`config.mk`:
```
export PLATFORM = sky130hd
export DESIGN_NAME = lms_err_update
export DESIGN_NICKNAME = d
export VERILOG_FILES = /design/src/rtl/lms_pkg.sv /design/src/rtl/lms_sat_round.sv /design/src/rtl/lms_err_update.sv
export SDC_FILE = /design/constraint.sdc
export NUM_CORES = 1
export LEC_CHECK = 0
export ABC_AREA = 1
export BUFFER_PORTS_ARGS = -buffer_cell sky130_fd_sc_hd__buf_2
export CAP_MARGIN = 5
export CORE_ASPECT_RATIO = 1.1
export CORE_MARGIN = 10
export CORE_UTILIZATION = 40
export CTS_CLUSTER_DIAMETER = 30
export CTS_CLUSTER_SIZE = 12
export DETAILED_ROUTE_END_ITERATION = 12
export HOLD_SLACK_MARGIN = 0.06
export PLACE_DENSITY = 0.64
export SLEW_MARGIN = 20
export SYNTH_ARGS = -nofsm -noshare
export SYNTH_HDL_FRONTEND = slang
export SYNTH_SLANG_ARGS = --single-unit
```
`constraint.sdc`:
```
create_clock -name clk -period 19.7 [get_ports clk]
set_clock_uncertainty 0.2 [all_clocks]
set_input_delay 0 -clock clk [delete_from_list [all_inputs] [get_ports clk]]
set_output_delay 0 -clock clk [all_outputs]
set_load 0.05 [all_outputs]
```
`src/rtl/lms_pkg.sv`:
```
// Shared widths, saturation limits and FSM encoding for the LMS error/update block.
package lms_pkg;
   localparam int DATA_W   = 16;
   localparam int SUM_W    = 32;
   localparam int FRAC_DEF = 15;
   localparam int SAT_MAX  = 32767;
   localparam int SAT_MIN  = -32768;

   typedef enum logic [1:0] {
      ST_IDLE = 2'd0,
      ST_ERR  = 2'd1,
      ST_MUL  = 2'd2,
      ST_HOLD = 2'd3
   } lms_state_t;
endpackage

```
`src/rtl/lms_sat_round.sv`:
```
// Optional round-half-up, arithmetic right shift by SHIFT, then saturate to DATA_W signed.
module lms_sat_round
   import lms_pkg::*;
#(
   parameter int IN_W  = 32,
   parameter int SHIFT = FRAC_DEF,
   parameter bit ROUND = 1'b1
) (
   input  logic signed [IN_W-1:0]   din,
   output logic signed [DATA_W-1:0] dout,
   output logic                     sat
);
   // One guard bit so the rounding add can never wrap.
   localparam int SW  = IN_W + 1;
   localparam int RSH = (SHIFT > 0) ? SHIFT - 1 : 0;
   localparam logic [SW-1:0] RND_C = (ROUND && (SHIFT > 0)) ?
                                     ({{(SW-1){1'b0}}, 1'b1} << RSH) : {SW{1'b0}};
   localparam logic signed [SW-1:0] MAX_V = SW'(SAT_MAX);
   localparam logic signed [SW-1:0] MIN_V = SW'(SAT_MIN);

   logic signed [SW-1:0] ext;
   logic signed [SW-1:0] rnd;
   logic signed [SW-1:0] shf;

   always_comb begin
      ext  = {din[IN_W-1], din};
      rnd  = ext + $signed(RND_C);
      shf  = rnd >>> SHIFT;
      sat  = 1'b0;
      dout = shf[DATA_W-1:0];
      if (shf > MAX_V) begin
         dout = DATA_W'(SAT_MAX);
         sat  = 1'b1;
      end else if (shf < MIN_V) begin
         dout = DATA_W'(SAT_MIN);
         sat  = 1'b1;
      end
   end
endmodule

```
`src/rtl/lms_err_update.sv`:
```
// LMS error and mu*e update stage with handshake to the tap chain.
// Define LMS_ERR_ENERGY_EN to build the windowed error-energy accumulator.
//
// state   | meaning
// IDLE    | in_ready=1, waiting for a desired/sum_in pair
// ERR     | e = desired - y, saturated, registered to err_out
// MUL     | mu*e rounded/saturated, registered to upd_out, upd_valid set
// HOLD    | outputs frozen until upd_ready, then tap_enable pulse
module lms_err_update
   import lms_pkg::*;
#(
   parameter int TAPS = 8,
   parameter int FRAC = FRAC_DEF
) (
   input  logic                     clk,
   input  logic                     reset,
   input  logic                     in_valid,
   output logic                     in_ready,
   input  logic signed [DATA_W-1:0] desired,
   input  logic signed [SUM_W-1:0]  sum_in,
   input  logic signed [DATA_W-1:0] step_size,
   output logic signed [DATA_W-1:0] err_out,
   output logic signed [DATA_W-1:0] upd_out,
   output logic                     upd_valid,
   input  logic                     upd_ready,
   output logic                     tap_enable,
   output logic                     sat_flag,
   output logic [31:0]              err_energy,
   output logic                     energy_valid
);
   if (TAPS < 2 || TAPS > 256 || (TAPS & (TAPS - 1)) != 0) begin : g_taps_bad
      $error("TAPS must be a power of two in 2..256");
   end

   lms_state_t               state;
   logic signed [DATA_W-1:0] desired_r;
   logic signed [SUM_W-1:0]  sum_r;
   logic signed [DATA_W-1:0] step_r;
   logic                     sat_err;

   logic signed [SUM_W-1:0]  y_sh;
   logic signed [SUM_W:0]    e_wide;
   logic signed [DATA_W-1:0] e_sat;
   logic                     e_sat_hit;
   logic signed [SUM_W-1:0]  prod;
   logic signed [DATA_W-1:0] u_sat;
   logic                     u_sat_hit;

   assign y_sh   = sum_r >>> FRAC;
   assign e_wide = {{(SUM_W+1-DATA_W){desired_r[DATA_W-1]}}, desired_r} - {y_sh[SUM_W-1], y_sh};
   // Both factors are 16-bit, so the 32-bit product is exact.
   assign prod   = {{(SUM_W-DATA_W){step_r[DATA_W-1]}}, step_r} *
                   {{(SUM_W-DATA_W){err_out[DATA_W-1]}}, err_out};

   lms_sat_round #(.IN_W(SUM_W+1), .SHIFT(0), .ROUND(1'b0)) u_err_sat (
      .din  (e_wide),
      .dout (e_sat),
      .sat  (e_sat_hit)
   );

   lms_sat_round #(.IN_W(SUM_W), .SHIFT(FRAC), .ROUND(1'b1)) u_mul_sat (
      .din  (prod),
      .dout (u_sat),
      .sat  (u_sat_hit)
   );

   always_ff @(posedge clk or negedge reset) begin
      if (!reset) begin
         state      <= ST_IDLE;
         in_ready   <= 1'b1;
         desired_r  <= '0;
         sum_r      <= '0;
         step_r     <= '0;
         sat_err    <= 1'b0;
         err_out    <= '0;
         upd_out    <= '0;
         upd_valid  <= 1'b0;
         tap_enable <= 1'b0;
         sat_flag   <= 1'b0;
      end else begin
         tap_enable <= 1'b0;
         case (state)
            ST_IDLE: begin
               if (in_valid && in_ready) begin
                  desired_r <= desired;
                  sum_r     <= sum_in;
                  step_r    <= step_size;
                  in_ready  <= 1'b0;
                  state     <= ST_ERR;
               end
            end
            ST_ERR: begin
               err_out <= e_sat;
               sat_err <= e_sat_hit;
               state   <= ST_MUL;
            end
            ST_MUL: begin
               upd_out   <= u_sat;
               upd_valid <= 1'b1;
               sat_flag  <= sat_err | u_sat_hit;
               state     <= ST_HOLD;
            end
            ST_HOLD: begin
               if (upd_ready) begin
                  upd_valid  <= 1'b0;
                  sat_flag   <= 1'b0;
                  tap_enable <= 1'b1;
                  in_ready   <= 1'b1;
                  state      <= ST_IDLE;
               end
            end
            default: state <= ST_IDLE;
         endcase
      end
   end

`ifdef LMS_ERR_ENERGY_EN
   localparam int CW = $clog2(TAPS);

   logic [CW-1:0] win_cnt;
   logic [31:0]   acc;
   logic [31:0]   e_sq;
   logic [32:0]   sum_wide;
   logic [31:0]   acc_next;

   assign e_sq     = {{(32-DATA_W){e_sat[DATA_W-1]}}, e_sat} *
                     {{(32-DATA_W){e_sat[DATA_W-1]}}, e_sat};
   assign sum_wide = {1'b0, acc} + {1'b0, e_sq};
   assign acc_next = sum_wide[32] ? 32'hFFFF_FFFF : sum_wide[31:0];

   // One sample enters the window per ERR cycle.
   always_ff @(posedge clk or negedge reset) begin
      if (!reset) begin
         win_cnt      <= '0;
         acc          <= '0;
         err_energy   <= '0;
         energy_valid <= 1'b0;
      end else begin
         energy_valid <= 1'b0;
         if (state == ST_ERR) begin
            if (win_cnt == CW'(TAPS - 1)) begin
               err_energy   <= acc_next;
               energy_valid <= 1'b1;
               acc          <= '0;
               win_cnt      <= '0;
            end else begin
               acc     <= acc_next;
               win_cnt <= win_cnt + CW'(1);
            end
         end
      end
   end
`else
   assign err_energy   = '0;
   assign energy_valid = 1'b0;
`endif
endmodule

```
; Word-level counts from Yosys, hierarchy flattened
; Index checks and enable logic that the tools add are counted.
[op_classes]
addsub = 2
mul = 1
order_cmp = 4
eq_ne = 5
mux = 19
bitwise_logic = 1
reduce_logical = 8
[op_table]
columns = op, n
row1 = $mux 16, 4
row2 = $gt 18x16->1 const B, 2
row3 = $lt 18x16->1 const B, 2
row4 = $add 32x16->33 const B, 1
row5 = $mul 16x16->32, 1
row6 = $sub 16x17->18, 1
row7 = $mux 1, 9
row8 = $pmux 2 s4, 1
row9 = $pmux 1 s2, 3
row10 = $reduce_and 2->1, 3
row11 = $eq 2x2->1 const B, 2
row12 = $mux 2, 2
row13 = $ne 2x2->1 const B, 2
row14 = $reduce_bool 2->1, 2
row15 = $reduce_and 3->1, 1
row16 = $eq 2x1->1 const B, 1
row17 = $logic_not 2->1, 1
row18 = $logic_and 1x1->1, 1
row19 = $or 1x1->1, 1
[word_totals]
reg_bits = 103
input_bits = 68
out_inout_bits = 69
wordCells = 51

; Depth between registers and ports, before layout
[logic_depth]
depth_word = 7
ltp_mapped = 33
depth_no_buf = 30

; Modules after synthesis
; From an unflattened synthesis, not the netlist that was laid out.
[unflattened]
hier_cells = 2203
area_unflattened_um2 = 16624.7
[modules_own_cells]
columns = mod, instances, cells_each, area_per_inst_um2, seq_area_each_um2
row1 = lms_err_update, 1, 1989, 15557.4, 2203.4
row2 = lms_sat_round at u_mul_sat, 1, 123, 651.9, 0.0
row3 = lms_sat_round at u_err_sat, 1, 91, 415.4, 0.0

; Worst setup path after synthesis
; No wires, ideal clock.
[synth_path]
path_kind = flip-flop to flip-flop
start = register err_out[9]
end = register upd_out[10]
setup_time_ns = 0.121
t_arrival_ns = 6.174
required_ns = 19.379
slack_ns = 13.204
path_stages_with_launch = 26
path_buffers = 3
synth_period_minus_slack_ns = 6.496
cell_sequence = dfrtp_1 -> clkbuf_1 -> clkbuf_1 -> nand2_1 -> fa_1 -> inv_1 -> fa_1 -> inv_1 -> fa_1 -> inv_1 -> fa_1 -> inv_1 -> fa_1 -> inv_1 -> fa_1 -> ha_1 -> inv_1 -> nor3_1 -> nand2_1 -> nor3_1 -> nand2_2 -> nand3_1 -> nand3_2 -> a21oi_4 -> buf_6 -> a21oi_1
[synth_between]
elab_chain_cells = 5
word_cells_on_any_way = 6
classes_between = add/sub (1) / mul (1) / order compare (2) / mux (2)
[synth_lines]
columns = element, line
row1 = from (decl), lms_err_update.sv:22  ; output logic signed [DATA_W-1:0] err_out,
row2 = from (signal assigned), lms_err_update.sv:93  ; err_out <= e_sat;
row3 = $mul 16x16->32 (*), lms_err_update.sv:52  ; assign prod = {{(SUM_W-DATA_W){step_r[DATA_W-1]}}, step_r} *
row4 = $add 32x16->33 (*), lms_sat_round.sv:27  ; rnd = ext + $signed(RND_C);
row5 = $lt 18x16->1, lms_sat_round.sv:34  ; end else if (shf < MIN_V) begin
row6 = $mux 16, lms_sat_round.sv:34
row7 = $mux 16 (*), lms_sat_round.sv:31  ; if (shf > MAX_V) begin
row8 = to (signal assigned), lms_err_update.sv:98  ; upd_out <= u_sat;
row9 = to (decl), lms_err_update.sv:23  ; output logic signed [DATA_W-1:0] upd_out,
; Every way passes the cells marked *; elsewhere a longest branch is shown, timed or not.
; A chain may end at the register's enable or synchronous reset.

; Final worst setup path
[layout_path]
start = register err_out[1]
end = register sat_flag
[layout_between]
elab_chain_cells = 7
word_cells_on_any_way = 8
classes_between = add/sub (1) / mul (1) / order compare (2) / mux (3) / bitwise (1)
[layout_lines]
columns = element, line
row1 = $mul 16x16->32 (*), lms_err_update.sv:52
row2 = $add 32x16->33 (*), lms_sat_round.sv:27
row3 = $lt 18x16->1, lms_sat_round.sv:34
row4 = $mux 1, lms_sat_round.sv:34
row5 = $mux 1 (*), lms_sat_round.sv:31
row6 = $or 1x1->1 (*), lms_err_update.sv:100  ; sat_flag <= sat_err | u_sat_hit;
row7 = $pmux 1 s2 (*), lms_err_update.sv:82  ; case (state)
row8 = to (signal assigned), lms_err_update.sv:100
row9 = to (decl), lms_err_update.sv:27  ; output logic sat_flag,
; Marked as above.

==> results.cfg <==
[synth]
avgSynthCellArea_um2 = 7.98
synthDistinctLibCells = 36
synth_edf_count = 0
yosysSeqAreaShare_pct = 14.5
synthArstFlopShare_pct = 100
postSynthCellCount = 1905
syn_area_um2 = 15200
yosys_warnings = 0
ys_seq_elements = 88
synth_top_flop_cell = dfrtp_1

[die]
die_area_um2 = 46200
coreArea_um2 = 37300
dieWidth_um = 206
initial_core_util_pct = 40.7
pin_count = 137
chipHeight_um = 224
rows = 74

[clock_network]
clockBufferDepth = 2
cts-resized-gates = 0
clkSlewWorstSetupHoldPaths_ns = 0.08
cts_buffers = 9
cts_setup_buffers = 0
postCtsHoldBufs = 54
clock_sinks = 88
cts_tree = built
cts_root_buffer = clkbuf_16
cts-htree-levels = 3
insertion_delay_ns = 0.37

[final_layout]
utilization_pct = 44.7
final_common_cell = inv_1
drive_above_1_share_pct = 8.20
final_cell_mix = inv_1, nand2_1, fa_1, nor2_1, a21oi_1
syn_to_final_growth_pct = 9.73
antennaDiodeCount = 0
final_nets = 2419

[job]
maxCapViolCount = 0

[worst_setup_path]
worstSetupEndpoint = sat_flag
cp-startpoint = err_out[1]
endpoint_kind = flip-flop
r2r_end = sat_flag
reg2regPathDepth = 24
r2r_slack_ns = 12.54
timing.rr.start = err_out[1]
start_kind = flip-flop
crit_required_ns = 19.77
cp_max_fo = 17
critPathArrivalTime_ns = 7.23
crit_type = flip-flop to flip-flop

[status]
status = finished, final reports clean

[timing]
finalHoldViolCount = 0
layout_setup_ws_ns = 12.54
setup_violations = 0
min_period_ns = 7.16
whs_ns = 0.191
min_period_over_period_pct = 36.3
fmax_mhz = 140
maxSlewViolCount = 0
tns_ns = 0
rsz0062_at_grt = false
max_slew_margin_pct = 40.5
worst_pin_slew_ns = 0.893

[placement]
gp_congestion = 0.912
dp_hpwl_um = 30400
port_buffers = 88
place_ws_ns = 12.53

[grt]
grt_overflow = 0
grt_max_degree = 67
antenna_found_initial = 0
first_global_vias = 13300
grt_pass1_wl_um = 65100
grt.total_usage_pct = 17.5

[detailed_routing]
drtPass1Iterations = 5
ant_nets = 0
remaining_drc_errors = 0
wl_um = 37700
routedWlPerCell_um = 15.2
drtIter0Drc = 796
vias_per_cell = 4.80
vias = 11900

[hold_path]
hold_class = input port to flip-flop
how the worst min path moves through the flow:
stage	from	to	slack (ns)	depth (start not counted)
2_1_floorplan	reset	desired_r[0]	-0.50	0
3_3_place_gp	reset	desired_r[14]	-0.23	1
3_5_place_dp	reset	desired_r[14]	-0.21	1
4_1_cts	desired[11]	desired_r[11]	0.18	3
5_1_grt	desired[6]	desired_r[6]	0.21	3
6_report	step_size[3]	step_r[3]	0.19	3
through the flow:
stage,area (um2),instances
2_1_floorplan,15300,1937
3_3_place_gp,15900,2413
3_5_place_dp,15900,2413
4_1_cts,16700,2483
5_1_grt,16700,2483
6_report,16700,2483
flip-flops by register name, summed over array words and instances, names as in the netlist, 2 cells and up:
signal	cells
desired_r	16
err_out	16
state	2
step_r	16
sum_r	17
upd_out	16
worst max-delay path, stage by stage, from the launching register on:
cell and delay, ns:
dfrtp_1 0.67, nand2_1 0.25, inv_1 0.11, fa_1 0.74
inv_1 0.11, fa_1 0.49, inv_1 0.32, fa_1 0.59
fa_1 0.53, inv_1 0.06, fa_1 0.50, inv_1 0.05
fa_1 0.43, ha_1 0.40, inv_1 0.12, nor3_1 0.27
nand2_1 0.12, nor3_1 0.19, nand2_2 0.12, nand3_2 0.07
nand3_2 0.07, nand2_2 0.23, nand3_1 0.24, nand2_1 0.11
inv_1 0.04
final cells by class:
cell class	count	area, um2
Fill cell	3681	20600
Multi-Input combinational cell	1244	10700
Sequential cell	88	2200
Inverter	495	1860
Timing Repair Buffer	146	1020
Tap cell	494	618
Clock buffer	10	229
Clock inverter	6	43.8
synth_stat cells (12+ instances only):
cell | n | area [um2]
inv_1 | 495 | 1860
a21oi_1 | 102 | 510
o21ai_0 | 26 | 130
ha_1 | 99 | 1240
nand3_1 | 35 | 175
xor2_1 | 19 | 166
xnor2_1 | 12 | 105
buf_4 | 34 | 255
mux2_2 | 32 | 360
fa_1 | 268 | 5370
nor2_1 | 127 | 477
clkbuf_1 | 67 | 251
dfrtp_1 | 87 | 2180
nand2_1 | 429 | 1610
layer usage:
layer | up-vias | GRT usage (%) | part of all wire, %
li1 | 5623 | - | -
met4 | 0 | 6.86 | 3.4
met2 | 274 | 32.5 | 54
met1 | 5960 | 20.0 | 39
met3 | 70 | 1.87 | 3.6
met5 | - | 0 | 0
logic make-up after synthesis:
family / after synthesis / synth area share, %
AND/OR/NAND/NOR: 627 / 16.4
buffers and inverters: 605 / 15.9
adder cells (fa/ha/maj): 367 / 43.5
AO/OA/AOI/OAI: 154 / 5.56
flip-flops: 88 / 14.5
multiplexers: 32 / 2.37
XOR/XNOR: 31 / 1.79
other: 1 / 0.0247
Power is not shown: default switching activity piles up to over one toggle a cycle in this logic, so the estimate is an artifact.
